[src/rtl/dram_cmd_issuer.sv]
// dram_cmd_issuer: single-entry DRAM command issuer with per-bank timing.
// A scheduler command is latched into a one-entry hold register. It issues
// once its bank timer has expired and, for READ/WRITE, the shared burst
// timer has expired. On issue, all dram_* outputs are registered and
// dram_valid_out pulses for one cycle.
// Optional open-row protocol checking is compiled in by defining the macro
// DRAM_CMD_ISSUER_PROTOCOL_CHECK_EN. Without it, err_out is tied to 0.
module dram_cmd_issuer #(
  parameter int BANK_GROUPS        = 8,
  parameter int BANKS_PER_GROUP    = 8,
  parameter int ROW_BITS           = 8,
  parameter int COL_BITS           = 4,
  parameter int ACTIVATION_LATENCY = 8,
  parameter int PRECHARGE_LATENCY  = 5,
  parameter int BURST_CYCLES       = 4,
  localparam int BGW = (BANK_GROUPS > 1) ? $clog2(BANK_GROUPS) : 1,
  localparam int BKW = (BANKS_PER_GROUP > 1) ? $clog2(BANKS_PER_GROUP) : 1
) (
  input  logic                clk_in,
  input  logic                rst_in,
  input  logic [2:0]          cmd_in,
  input  logic                valid_in,
  input  logic [BGW-1:0]      bank_group_in,
  input  logic [BKW-1:0]      bank_in,
  input  logic [ROW_BITS-1:0] row_in,
  input  logic [COL_BITS-1:0] col_in,
  input  logic [63:0]         val_in,
  output logic                cmd_ready,
  output logic [2:0]          dram_cmd_out,
  output logic                dram_valid_out,
  output logic [BGW-1:0]      dram_bg_out,
  output logic [BKW-1:0]      dram_bank_out,
  output logic [ROW_BITS-1:0] dram_row_out,
  output logic [COL_BITS-1:0] dram_col_out,
  output logic [63:0]         dram_wdata_out,
  output logic                err_out
);

  localparam int NB   = BANK_GROUPS * BANKS_PER_GROUP;
  localparam int IDXW = (NB > 1) ? $clog2(NB) : 1;
  localparam int TMAX = (ACTIVATION_LATENCY > PRECHARGE_LATENCY) ?
                        ACTIVATION_LATENCY : PRECHARGE_LATENCY;
  localparam int TW   = $clog2(TMAX + 1);
  localparam int BW   = $clog2(BURST_CYCLES + 1);

  localparam logic [2:0] CMD_NOP   = 3'b000;
  localparam logic [2:0] CMD_ACT   = 3'b001;
  localparam logic [2:0] CMD_PRE   = 3'b010;
  localparam logic [2:0] CMD_READ  = 3'b011;
  localparam logic [2:0] CMD_WRITE = 3'b100;

  localparam logic [TW-1:0] ACT_LOAD   = TW'(ACTIVATION_LATENCY - 1);
  localparam logic [TW-1:0] PRE_LOAD   = TW'(PRECHARGE_LATENCY - 1);
  localparam logic [BW-1:0] BURST_LOAD = BW'(BURST_CYCLES - 1);

  logic                r_hold_valid;
  logic [2:0]          r_hold_cmd;
  logic [BGW-1:0]      r_hold_bg;
  logic [BKW-1:0]      r_hold_bank;
  logic [ROW_BITS-1:0] r_hold_row;
  logic [COL_BITS-1:0] r_hold_col;
  logic [63:0]         r_hold_wdata;

  logic [TW-1:0]       r_bank_timer [NB];
  logic [BW-1:0]       r_burst_timer;

  logic                w_accept;
  logic                w_cmd_legal;
  logic                w_is_rw;
  logic                w_issue;
  logic [IDXW-1:0]     w_hold_idx;

  assign cmd_ready = ~r_hold_valid;
  assign w_accept  = valid_in & cmd_ready;

  // Decode incoming command legality and the held command's issue condition.
  always_comb begin
    w_cmd_legal = 1'b0;
    w_is_rw     = 1'b0;
    w_issue     = 1'b0;
    w_hold_idx  = IDXW'(int'(r_hold_bg) * BANKS_PER_GROUP + int'(r_hold_bank));
    if (cmd_in == CMD_ACT || cmd_in == CMD_PRE ||
        cmd_in == CMD_READ || cmd_in == CMD_WRITE) begin
      w_cmd_legal = 1'b1;
    end
    if (r_hold_cmd == CMD_READ || r_hold_cmd == CMD_WRITE) begin
      w_is_rw = 1'b1;
    end
    // Bank timer always gates; the burst timer gates only column commands.
    if (r_hold_valid && (r_bank_timer[w_hold_idx] == '0) &&
        (!w_is_rw || (r_burst_timer == '0))) begin
      w_issue = 1'b1;
    end
  end

  // One-entry hold register: NOP and unknown codes are accepted but dropped.
  always_ff @(posedge clk_in) begin
    if (rst_in) begin
      r_hold_valid <= 1'b0;
      r_hold_cmd   <= CMD_NOP;
      r_hold_bg    <= '0;
      r_hold_bank  <= '0;
      r_hold_row   <= '0;
      r_hold_col   <= '0;
      r_hold_wdata <= '0;
    end else begin
      if (w_issue) begin
        r_hold_valid <= 1'b0;
      end
      if (w_accept && w_cmd_legal) begin
        r_hold_valid <= 1'b1;
        r_hold_cmd   <= cmd_in;
        r_hold_bg    <= bank_group_in;
        r_hold_bank  <= bank_in;
        r_hold_row   <= row_in;
        r_hold_col   <= col_in;
        r_hold_wdata <= val_in;
      end
    end
  end

  // Per-bank timers load on ACT/PRE issue and otherwise count down to 0.
  always_ff @(posedge clk_in) begin
    if (rst_in) begin
      for (int i = 0; i < NB; i++) begin
        r_bank_timer[i] <= '0;
      end
    end else begin
      for (int i = 0; i < NB; i++) begin
        if (w_issue && (w_hold_idx == IDXW'(i)) && (r_hold_cmd == CMD_ACT)) begin
          r_bank_timer[i] <= ACT_LOAD;
        end else if (w_issue && (w_hold_idx == IDXW'(i)) && (r_hold_cmd == CMD_PRE)) begin
          r_bank_timer[i] <= PRE_LOAD;
        end else if (r_bank_timer[i] != '0) begin
          r_bank_timer[i] <= r_bank_timer[i] - 1'b1;
        end
      end
    end
  end

  // Shared burst timer spaces READ/WRITE issues across all banks.
  always_ff @(posedge clk_in) begin
    if (rst_in) begin
      r_burst_timer <= '0;
    end else if (w_issue && w_is_rw) begin
      r_burst_timer <= BURST_LOAD;
    end else if (r_burst_timer != '0) begin
      r_burst_timer <= r_burst_timer - 1'b1;
    end
  end

  // Registered DRAM outputs: strobe for one cycle, fields hold between issues.
  always_ff @(posedge clk_in) begin
    if (rst_in) begin
      dram_valid_out <= 1'b0;
      dram_cmd_out   <= CMD_NOP;
      dram_bg_out    <= '0;
      dram_bank_out  <= '0;
      dram_row_out   <= '0;
      dram_col_out   <= '0;
      dram_wdata_out <= '0;
    end else begin
      dram_valid_out <= w_issue;
      if (w_issue) begin
        dram_cmd_out   <= r_hold_cmd;
        dram_bg_out    <= r_hold_bg;
        dram_bank_out  <= r_hold_bank;
        dram_row_out   <= r_hold_row;
        dram_col_out   <= r_hold_col;
        dram_wdata_out <= r_hold_wdata;
      end
    end
  end

`ifdef DRAM_CMD_ISSUER_PROTOCOL_CHECK_EN
  logic                r_bank_open [NB];
  logic [ROW_BITS-1:0] r_open_row  [NB];
  logic                r_err;
  logic                w_violation;

  // Flag ACT to an open bank and column access to a closed or different row.
  always_comb begin
    w_violation = 1'b0;
    if (w_issue) begin
      if (r_hold_cmd == CMD_ACT && r_bank_open[w_hold_idx]) begin
        w_violation = 1'b1;
      end
      if (w_is_rw && (!r_bank_open[w_hold_idx] ||
                      (r_open_row[w_hold_idx] != r_hold_row))) begin
        w_violation = 1'b1;
      end
    end
  end

  // Track open/closed state per bank as commands issue; error is sticky.
  always_ff @(posedge clk_in) begin
    if (rst_in) begin
      r_err <= 1'b0;
      for (int i = 0; i < NB; i++) begin
        r_bank_open[i] <= 1'b0;
        r_open_row[i]  <= '0;
      end
    end else begin
      if (w_violation) begin
        r_err <= 1'b1;
      end
      if (w_issue && r_hold_cmd == CMD_ACT) begin
        r_bank_open[w_hold_idx] <= 1'b1;
        r_open_row[w_hold_idx]  <= r_hold_row;
      end else if (w_issue && r_hold_cmd == CMD_PRE) begin
        r_bank_open[w_hold_idx] <= 1'b0;
      end
    end
  end

  assign err_out = r_err;
`else
  assign err_out = 1'b0;
`endif

endmodule

[config.mk]
export PLATFORM = sky130hd
export DESIGN_NAME = dram_cmd_issuer
export DESIGN_NICKNAME = d
export VERILOG_FILES = /design/src/rtl/dram_cmd_issuer.sv
export SDC_FILE = /design/constraint.sdc
export NUM_CORES = 1
export LEC_CHECK = 0
export CELL_PAD_IN_SITES_DETAIL_PLACEMENT = 1
export CELL_PAD_IN_SITES_GLOBAL_PLACEMENT = 2
export CORE_MARGIN = 2
export CORE_UTILIZATION = 30
export CTS_CLUSTER_DIAMETER = 60
export DETAILED_ROUTE_END_ITERATION = 10
export GPL_TIMING_DRIVEN = 0
export PLACE_DENSITY_LB_ADDON = 0.3
export REMOVE_ABC_BUFFERS = 1
export SETUP_SLACK_MARGIN = 0.3
export SLEW_MARGIN = 20
export SYNTH_ARGS = -nofsm -noshare
export SYNTH_HDL_FRONTEND = slang
export SYNTH_SLANG_ARGS = --single-unit
[constraint.sdc]
create_clock -name clk_in -period 3.6 [get_ports clk_in]
set_input_delay 0.72 -clock clk_in [delete_from_list [all_inputs] [get_ports clk_in]]
set_output_delay 0.72 -clock clk_in [all_outputs]
set_load 0.01 [all_outputs]
Word level (Yosys, flattened, before mapping)
Memory sizes are Yosys's and may differ from the RTL's.
Index checks and enable logic that the tools add are counted.
Widths: inputs -> output; s select.
{"block": "word_totals", "reg_bits": 175, "latchBits": 0, "mem_bits_rw": 256, "mem_bits_ro": 0, "in_bits": 88, "output_inout_bits": 88, "wordCells": 1590, "mem_count": 1}
{"memory": "r_bank_timer", "words": 64, "width": 4, "read_ports": 65, "rd_clocked_by_memory_dff": 0, "write_ports": 64, "line": "64", "rtl": "logic [TW-1:0] r_bank_timer [NB];"}
{"block": "op_classes", "n_addsub": 66, "multipliers": 0, "n_div": 0, "magnitude_cmp": 0, "eq_ne": 71, "shift": 0, "mux": 969, "bitwise": 194, "reduce_logical": 273}
{"cell": "$mux 1", "count": 775}
{"cell": "$mux 4", "count": 192}
{"cell": "$reduce_bool 4->1", "count": 64}
{"cell": "$sub 4x1->4 const B", "count": 64}
{"cell": "$logic_and 1x1->1", "count": 196}
{"cell": "$eq 6x6->1 const B", "count": 32}
{"cell": "$or 1x1->1", "count": 192}
{"cell": "$eq 6x5->1 const B", "count": 16}
{"cell": "$eq 6x4->1 const B", "count": 8}
{"cell": "$eq 6x3->1 const B", "count": 4}
{"cell": "$eq 3x2->1 const B", "count": 4}
{"cell": "$eq 6x2->1 const B", "count": 2}
{"cell": "$add 6x3->6", "count": 1}
{"cell": "$eq 3x1->1 const B", "count": 2}
{"cell": "$eq 3x3->1 const B", "count": 2}
{"cell": "$eq 6x1->1 const B", "count": 1}
{"cell": "$logic_not 6->1", "count": 1}
{"cell": "$logic_or 1x1->1", "count": 5}
{"cell": "$logic_not 4->1", "count": 1}
{"cell": "$mux 2", "count": 2}
{"cell": "$reduce_bool 2->1", "count": 2}
{"cell": "$logic_not 3->1", "count": 1}
{"cell": "$reduce_bool 3->1", "count": 1}
{"cell": "$sub 3x1->3 const B", "count": 1}
{"cell": "other kinds (4)", "count": 4}

Longest topological paths before layout
Gate-level depths: netlist of run 1.
{"block": "depth", "ltp_word": 15, "ltp_mapped": 16, "ltp_nobuf": 10}

Least setup slack after synthesis of run 1
OpenSTA, ideal clock, no wires.
{"block": "synth_path", "kind": "flip-flop to flip-flop", "from": "reg r_hold_bank[0]", "to": "mem r_bank_timer[34][1] (netlist name), data pin", "setup_ns": 0.272, "arrival_ns": 2.916, "required_ns": 3.328, "path_slack_ns": 0.412, "path_stages_with_launch": 14, "path_buffers": 5, "synth_period_minus_slack_ns": 3.188, "path_cell_list": "dfxtp_1 -> buf_2 -> buf_4 -> buf_2 -> mux4_2 -> nand2_1 -> a21oi_1 -> nor2_1 -> o211ai_2 -> or4_4 -> buf_6 -> buf_6 -> nor4_4 -> a211oi_1"}
{"item": "start, declared", "line": "59", "rtl": "logic [BKW-1:0] r_hold_bank;"}
{"item": "start signal, assigned", "line": "114", "rtl": "r_hold_bank <= bank_in;"}
{"item": "end, declared", "line": "64"}

==> out/qor.csv, run 1 <==
metric;value;unit
status;completed;
fill count;8724;
clk sinks;431;
Final WS setup;0.0825;ns
Longest Clk Path Bufs;3;
Inserted Diodes;0;
multi-input logic area;12800;sq um
Via Count;21400;
ys flop type;edfxtp_1;
Worst slew margin;29.3;%
Synth Cell Area;23800;sq um
clock edge transition at the registers on the reported setup and hold paths;0.06;ns
Wirelength per Cell;22.6;um
crit end category;register;
Mapped Avg Cell Area;9.07;sq um
area grow syn2layout;33.7;%
nets@finish;3016;
Die W;286;um
Slowest Stage Delay on Critical Path;0.53;ns
die area;81600;sq um
Post-CTS Hold Buffers;0;
initial antenna violation count;5;
setup total negative slack;0;ns
Final Hold Viols;0;
GRT met1 Usage;26.2;%
maximum VDD drop;0.316;mV
GRT Overall Usage;20.7;%
initial DRC count;1306;
GRT overflow;0;
CP max-delay cell;mux4_2;
ANT nets after route;0;
GP Congestion;0.799;
share of the synthesized area in the top cell type;32.3;%
Req. time, crit path;3.97;ns
Post-DP Area;26800;sq um
synth top area cells;edfxtp_1 (32%), dfxtp_1 (15%), nand2_1 (7.9%);
I/O Pins;176;
actual slew at the worst max-slew pin;1.05;ns
met2 Track Usage GR;34.7;%
pre-CTS WS;-1.83;ns
layout cell share with drive strength beyond 1;19.9;%
commonest cells in the netlist;nand2_1 (500), a21oi_1 (348), edfxtp_1 (256);
final setup violation count;0;
total power;23.0;mW
vias in the first global route;22100;
Post-synth ARST share;0;%
Util after Layout;40.4;%
fin crit share;97.7;%
pwr/cell area;723;nW/um^2
via/cell ratio;5.42;
Initial DRT Pass Iterations;5;
Rows;103;
CTS tree;built;
max_cap viols;0;
Inst Count DP;3729;
total CTS buffers;53;
Die Span Y;286;um
Max Clk Rate;284;MHz
leakage;11.6;nW
Arr. time, crit path;3.89;ns
Synth area leader;edfxtp_1;
most used routing layer;met2;
Hold Crit Class;register to register;
final WL;89300;um
RSZ-0062 raised after global routing;true;
sequential share of the synthesized area;47.0;%
register area;11200;sq um
CP Max Fanout;7;
root buffer cell;clkbuf_16;
count of buffers from port buffering;174;
Yosys Warn Count;0;
Clk Latency, worst-skew pair;0.62;ns
crit start category;register;
Core Region;78700;sq um
#FFs+latches synth;431;
hpwl dp;57100;um
GR Util met3;5.41;%
number of synthesized flops with an enable pin;256;
Starting Density;30.2;%
critical-path cell list;buf_16 -> buf_12 -> buf_16 -> mux4_2 -> nor3_4 -> nor3_4 -> o21ai_2 -> o21ai_4 -> buf_6 -> nor4_4 -> buf_4 -> buf_8 -> buf_12 -> nand3_4 -> and3_4;
Post-Synthesis Cells;2624;
Final Cell Area;31800;sq um
most frequent cell after synthesis;nand2_1;
max-slew violations;0;
Final min period;3.52;ns
first-pass GRT wire length;133000;um
Yosys cell types;68;
clk_skew;0.0213;ns
largest net degree at the start of global routing;122;
Post-Layout Cell Count;3954;
DRC;0;
CP Class;register to register;
htree depth;2;
hold_ws;0.451;ns
cell type report:
type,count,area share (%)
multi-input combinational,1889,40.2
sequential,431,35.2
timing repair buffer,348,13.4
clock buffer,70,4.69
tap,1050,4.13
inverter,139,1.65
clock inverter,27,0.735
final timing paths:
check	from	endpoint	slack, ns	cells after the start
min	r_hold_wdata[39]	dram_wdata_out[39]	0.45	2
max reg2reg	r_hold_bank[1]	r_bank_timer[43][3]	0.08	15
max	r_hold_bank[1]	r_bank_timer[43][3]	0.08	15
min reg2reg	r_hold_wdata[39]	dram_wdata_out[39]	0.45	2
repair_timing:
item                                    4_1_cts  5_1_grt
cloned                                        9       18
resized for setup                           168      237
endpoints found under the setup margin      601      532
buffers inserted                             58       43
endpoints found under the hold margin         0        0
pin swaps                                    47      104
critical path, delay by kind of cell, from the launching register on:
family                 cells  cell delay [ns]
AND/OR/NAND/NOR            5             1.01
buffers and inverters      7             0.97
multiplexers               1             0.53
flip-flops                 1             0.41
AO/OA/AOI/OAI              2             0.33
cell families after synthesis:
logic type	count (synthesis)	share of synthesized area, %
fa+ha+maj	66	3.47
buf+inv	306	5.40
simple gates	1046	20.3
compound gates	631	16.7
flops	431	47.0
xor+xnor	34	1.25
other cells	1	0.0158
mux	109	5.84
sequential cells by signal, indices dropped and copies added, names as in the netlist:
| register | count |
|---|---|
| dram_valid_out | 1 |
| dram_cmd_out | 3 |
| r_hold_row | 8 |
| dram_bg_out | 3 |
| dram_wdata_out | 64 |
| r_hold_bg | 3 |
| dram_col_out | 4 |
| r_hold_valid | 1 |
| dram_bank_out | 3 |
| r_hold_wdata | 64 |
| r_hold_cmd | 3 |
| r_hold_bank | 3 |
| r_hold_col | 4 |
| dram_row_out | 8 |
| r_burst_timer | 3 |
| r_bank_timer | 256 |
cell usage in the layout (no fill, tap or decap), types with 50 or more instances in the layout:
cell,Yosys,final
a21oi_1,348,295
a21oi_2,0,50
a221oi_1,56,54
buf_4,8,70
clkbuf_16,0,68
clkdlybuf4s50_1,0,173
dfxtp_1,175,169
edfxtp_1,256,256
ha_1,66,66
inv_1,138,137
mux2i_1,77,70
nand2_1,500,438
nor2_1,160,153
nor3_1,99,87
or3_1,60,60
metal layers:
| layer | vias up | share of wire, % |
|---|---|---|
| li1 | 9949 | - |
| met1 | 10800 | 43 |
| met2 | 547 | 48 |
| met3 | 130 | 6.6 |
| met4 | 8 | 2.6 |
| met5 | - | 0.048 |
report_power, final:
group,internal (mW),switching (mW)
clock,3.12,2.30
sequential,7.26,1.51
combinational,4.07,4.75
total,14.4,8.55
Power figures use the tool's default switching activity.
==> run 2, diff against run 1 <==
--- a/config.mk
+++ b/config.mk
@@ -8,14 +8,14 @@
 export CELL_PAD_IN_SITES_DETAIL_PLACEMENT = 1
 export CELL_PAD_IN_SITES_GLOBAL_PLACEMENT = 2
 export CORE_MARGIN = 2
-export CORE_UTILIZATION = 30
+export CORE_UTILIZATION = 37
 export CTS_CLUSTER_DIAMETER = 60
 export DETAILED_ROUTE_END_ITERATION = 10
 export GPL_TIMING_DRIVEN = 0
 export PLACE_DENSITY_LB_ADDON = 0.3
 export REMOVE_ABC_BUFFERS = 1
 export SETUP_SLACK_MARGIN = 0.3
-export SLEW_MARGIN = 20
+export SLEW_MARGIN = 15
 export SYNTH_ARGS = -nofsm -noshare
 export SYNTH_HDL_FRONTEND = slang
 export SYNTH_SLANG_ARGS = --single-unit
==> out/qor.csv, run 2 (synthesis gave the netlist of run 1 again) <==
metric;value;unit
status;completed;
Starting Density;37.6;%
GP Congestion;0.853;
via/cell ratio;5.78;
CP max-delay cell;or4_4;
Longest Clk Path Bufs;3;
NetSw;8.62;mW
internal power;14.5;mW
Max Clk Rate;279;MHz
max-slew violations;0;
CP Max Fanout;7;
vias in the first global route;22500;
Inserted Diodes;0;
Post-DP Area;26500;sq um
total power;23.1;mW
Die W;258;um
fin crit share;99.5;%
GRT Overall Usage;25.4;%
largest net degree at the start of global routing;113;
number of flip-flops in the largest register;256;
flop-to-flop setup slack;0.02;ns
total CTS buffers;50;
CP top delay family;buffers and inverters;
commonest non-fill, non-tap cell in the layout;nand2_1;
Worst slew margin;23.4;%
biggest regs;r_bank_timer: 256 flops, dram_wdata_out: 64 flops, r_hold_wdata: 64 flops;
pwr/cell area;706;nW/um^2
CP Class;register to register;
final setup violation count;0;
GRT overflow;0;
root buffer cell;clkbuf_16;
setup total negative slack;0;ns
clk_skew;0.0146;ns
nets@finish;3030;
count of buffers from port buffering;174;
critical-path cell list;buf_8 -> buf_16 -> buf_6 -> mux2i_4 -> a22o_1 -> o311ai_4 -> nor2_2 -> o211ai_4 -> buf_6 -> or4_4 -> buf_12 -> buf_12 -> buf_12 -> buf_16 -> nand2_4 -> a21oi_2;
die area;66300;sq um
Via Count;21700;
GR Util met3;5.74;%
Crit path buffers/inverters;8;
Req. time, crit path;4.07;ns
final WL;88600;um
switch share;37.3;%
Arr. time, crit path;4.05;ns
Top reg by flops;r_bank_timer;
met2 Track Usage GR;43.9;%
Crit path top cell by count;buf_12;
clk sinks;431;
max_cap viols;0;
part of the power in registers;38.1;%
commonest cells after routing, fill and taps aside;nand2_1 (362), edfxtp_1 (256), a21oi_1 (246);
Initial DRT Pass Iterations;7;
Post-CTS Hold Buffers;0;
leakage;12.1;nW
Final Hold Viols;0;
CTS tree;built;
initial antenna violation count;3;
Hold Crit Class;register to register;
htree depth;2;
Wirelength per Cell;23.6;um
clock edge transition at the registers on the reported setup and hold paths;0.06;ns
GRT met1 Usage;31.3;%
hpwl dp;53900;um
Slowest Stage Delay on Critical Path;0.58;ns
Final min period;3.58;ns
crit end category;register;
actual slew at the worst max-slew pin;1.14;ns
Final Cell Area;32700;sq um
Core Region;63300;sq um
I/O Pins;176;
Clk Latency, worst-skew pair;0.60;ns
Rows;92;
most used routing layer;met2;
initial DRC count;1460;
maximum VDD drop;0.345;mV
layout cell share with drive strength beyond 1;25.4;%
area grow syn2layout;37.5;%
DRC;0;
Clock Power Share;22.5;%
crit start category;register;
first-pass GRT wire length;132000;um
ANT nets after route;0;
logic gate share of total power;39.4;%
Die Span Y;258;um
fill count;6894;
RSZ-0062 raised after global routing;true;
[run 2: changes by cell type in the layout (fill, tap and decap cells not counted), sizes merged]
| cell | before | now |
|---|---|---|
| clkinvlp | 2 | 3 |
| bufinv | 3 | 2 |
| clkbuf | 85 | 80 |
| clkinv | 21 | 10 |
| bufbuf | 3 | 0 |
| and2 | 18 | 21 |
| buf | 157 | 181 |
[run 2: through the flow]
stage                     setup WS, ns  util, %  instances  hold slack (ns)
final                           0.0182     51.7       3758            0.454
after CTS                        0.122     48.5       3703            0.457
after global routing           -0.0179     51.7       3758            0.476
after global placement          -19.63     40.8       3477            0.436
after detailed placement         -1.31     41.9       3519            0.447
after floorplan                  -7.52        -       2457            0.426
[run 2: power by group through the flow]
stage	registers [mW]	clock network [mW]	logic (mW)
final	8.81	5.19	9.10
after global routing	9.01	5.45	10.0
after CTS	8.72	5.28	8.50
after detailed placement	8.77	0	7.54
after global placement	8.77	0	7.16
after floorplan	8.25	0	5.68
[run 2: area by class of cell]
type                    count  area [sq um]  area share, %
inverters                 139           528           1.61
repair buffers            362          4600           14.1
multi-input cells        1892         13700           41.8
well taps                 846          1060           3.24
clock inverters            16           135          0.413
clock buffers              72          1510           4.62
flip-flops and latches    431         11200           34.3
[run 2: layer usage]
layer	wire (um)	part of all wire, %	up-vias
li1	-	-	9988
met1	35800	40	10900
met2	43700	49	669
met3	6210	7.0	170
met4	2900	3.3	4
met5	27	0.030	-
[run 2: what timing repair did]
action / 4_1_cts / 5_1_grt
hold endpoints to repair: 0 / 0
gates cloned: 19 / 8
endpoints found under the setup margin: 601 / 511
buffers inserted: 77 / 47
pin swaps: 127 / 154
resized for setup: 315 / 349
[run 2: worst paths after layout]
check,start,endpoint,cells after the start
worst max-delay path,r_hold_bank[1],dram_wdata_out[47],16
worst min-delay path,r_hold_wdata[0],dram_wdata_out[0],2
worst max register to register,r_hold_bank[1],dram_wdata_out[47],16
worst min register to register,r_hold_wdata[0],dram_wdata_out[0],2
[run 2: worst min-delay path: stages, from the launching register on]
cell     delay (ns)
dfxtp_1        0.31
nand2_1        0.05
a21oi_1        0.05
==> run 3, diff against run 2 <==
--- a/config.mk
+++ b/config.mk
@@ -10,6 +10,7 @@
 export CORE_MARGIN = 2
 export CORE_UTILIZATION = 37
 export CTS_CLUSTER_DIAMETER = 60
+export CTS_CLUSTER_SIZE = 16
 export DETAILED_ROUTE_END_ITERATION = 10
 export GPL_TIMING_DRIVEN = 0
 export PLACE_DENSITY_LB_ADDON = 0.3
==> out/qor.csv, run 3 (synthesis gave the netlist of run 1 again) <==
metric;value;unit
Crit path buffers/inverters;5;
Inst Count DP;3519;
initial DRC count;1502;
Post-Layout Cell Count;3708;
Arr. time, crit path;3.85;ns
Final Hold Viols;0;
largest net degree at the start of global routing;113;
total power;22.1;mW
Req. time, crit path;3.92;ns
reg-to-reg startpoint;r_hold_bank[1];
ANT nets after route;0;
CTS tree;built;
max-slew violations;0;
Clk Latency, worst-skew pair;0.60;ns
pre-CTS WS;-1.31;ns
leakage;10.8;nW
Worst slew margin;30.2;%
number of flip-flops in the largest register;256;
GRT Overall Usage;24.2;%
Wirelength per Cell;22.8;um
Final min period;3.53;ns
fill count;7070;
Die Span Y;258;um
CP max-delay cell;or4_4;
Rows;92;
root buffer cell;clkbuf_16;
DRC;0;
count of buffers from port buffering;174;
Max Clk Rate;283;MHz
clock edge transition at the registers on the reported setup and hold paths;0.07;ns
Core Region;63300;sq um
worst hold start;r_hold_wdata[32];
Die W;258;um
Hold Path Sink;dram_wdata_out[32];
RSZ-0062 raised after global routing;true;
status;completed;
clk sinks;431;
final setup violation count;0;
Starting Density;37.6;%
initial antenna violation count;3;
GRT overflow;0;
area grow syn2layout;28.1;%
crit end category;register;
Inserted Diodes;0;
first-pass GRT wire length;127000;um
Hold Crit Class;register to register;
biggest regs;r_bank_timer: 256 flops, dram_wdata_out: 64 flops, r_hold_wdata: 64 flops;
actual slew at the worst max-slew pin;1.04;ns
Top reg by flops;r_bank_timer;
number of stages on the worst setup path;12;
layout cell share with drive strength beyond 1;16.1;%
vias in the first global route;21800;
commonest non-fill, non-tap cell in the layout;nand2_1;
CP Max Fanout;9;
maximum VDD drop;0.341;mV
reg2reg end;r_bank_timer[46][1];
fin crit share;98.0;%
htree depth;2;
Slowest Stage Delay on Critical Path;0.55;ns
die area;66300;sq um
worst-case reg-to-reg path depth;12;
Post-CTS Hold Buffers;0;
Longest Clk Path Bufs;3;
GP Congestion;0.853;
hpwl dp;53900;um
CP top delay family;simple AND/OR/NAND/NOR gates;
hold depth;2;
CP Class;register to register;
I/O Pins;176;
via/cell ratio;5.74;
final WL;84600;um
Initial DRT Pass Iterations;5;
pwr/cell area;724;nW/um^2
Final WS setup;0.0723;ns
max_cap viols;0;
nets@finish;2984;
critical-path cell list;buf_8 -> buf_16 -> buf_12 -> a31oi_4 -> a2111oi_4 -> a2111oi_4 -> or2_4 -> buf_4 -> or4_4 -> buf_12 -> nor4_2 -> a211oi_1;
Via Count;21300;
total CTS buffers;44;
commonest cells after routing, fill and taps aside;nand2_1 (479), a21oi_1 (330), edfxtp_1 (256);
clk_skew;0.0265;ns
crit start category;register;
flop-to-flop setup slack;0.07;ns
-- run 3: cell count changes in the layout (fill, tap and decap cells not counted), moves of 11 or more --
cell / before / now
nand2_2: 35 / 13
nand2_1: 362 / 479
a21oi_2: 101 / 17
buf_4: 50 / 64
buf_6: 46 / 21
buf_16: 23 / 12
buf_12: 42 / 27
nand2_4: 103 / 6
a21oi_1: 246 / 330
-- run 3: metal layers --
layer,global-route usage (%),routed length [um]
met2,41.3,41200
met5,0,26
met1,30.1,34600
met3,5.95,5990
met4,7.64,2750
-- run 3: final cells by class --
cell class              instances  area [sq um]  area share [%]
multi-input cells            1891         12400            40.6
well taps                     846          1060            3.47
repair buffers                323          3840            12.6
flip-flops and latches        431         11200            36.8
clock buffers                  56          1230            4.04
clock inverters                22           219           0.719
inverters                     139           528            1.73
-- run 3: metrics by stage --
stage | TNS (ns) | utilization (%) | area (sq um) | hold WS, ns
CTS | 0 | 46.1 | 29200 | 0.458
global route | 0 | 48.1 | 30500 | 0.477
finish | 0 | 48.1 | 30500 | 0.455
global placement | -9146.88 | 40.8 | 25800 | 0.436
detailed placement | -425.02 | 41.9 | 26500 | 0.447
floorplan | -3204.55 | - | 23000 | 0.426
-- run 3: repair_timing --
item                                    in CTS  in global routing
pin swaps                                   31                 39
setup buffers                               48                 44
gates resized for setup                    132                133
gates cloned                                 9                 10
endpoints found under the setup margin     601                512
-- run 3: worst max-delay path by stage --
stage	start	endpoint	slack, ns
after floorplan	r_hold_bank[1]	r_bank_timer[48][2]	-7.52
after global placement	rst_in	r_bank_timer[59][2]	-19.63
after detailed placement	r_hold_bank[1]	r_bank_timer[49][0]	-1.31
after CTS	r_hold_bank[1]	r_bank_timer[33][1]	0.16
after global routing	r_hold_bank[1]	r_bank_timer[33][1]	0.06
final	r_hold_bank[1]	r_bank_timer[46][1]	0.07
-- run 3: where the power goes --
part,internal (mW),switching [mW],total [mW]
combinational,3.92,4.65,8.57
sequential,7.26,1.49,8.74
clock,2.56,2.20,4.75
-- run 3: tightest hold or removal path: cells and delay by family, from the launching register on --
family           cells  cell delay, ns
AND/OR/NAND/NOR      1            0.05
flip-flops           1            0.31
AO/OA/AOI/OAI        1            0.05
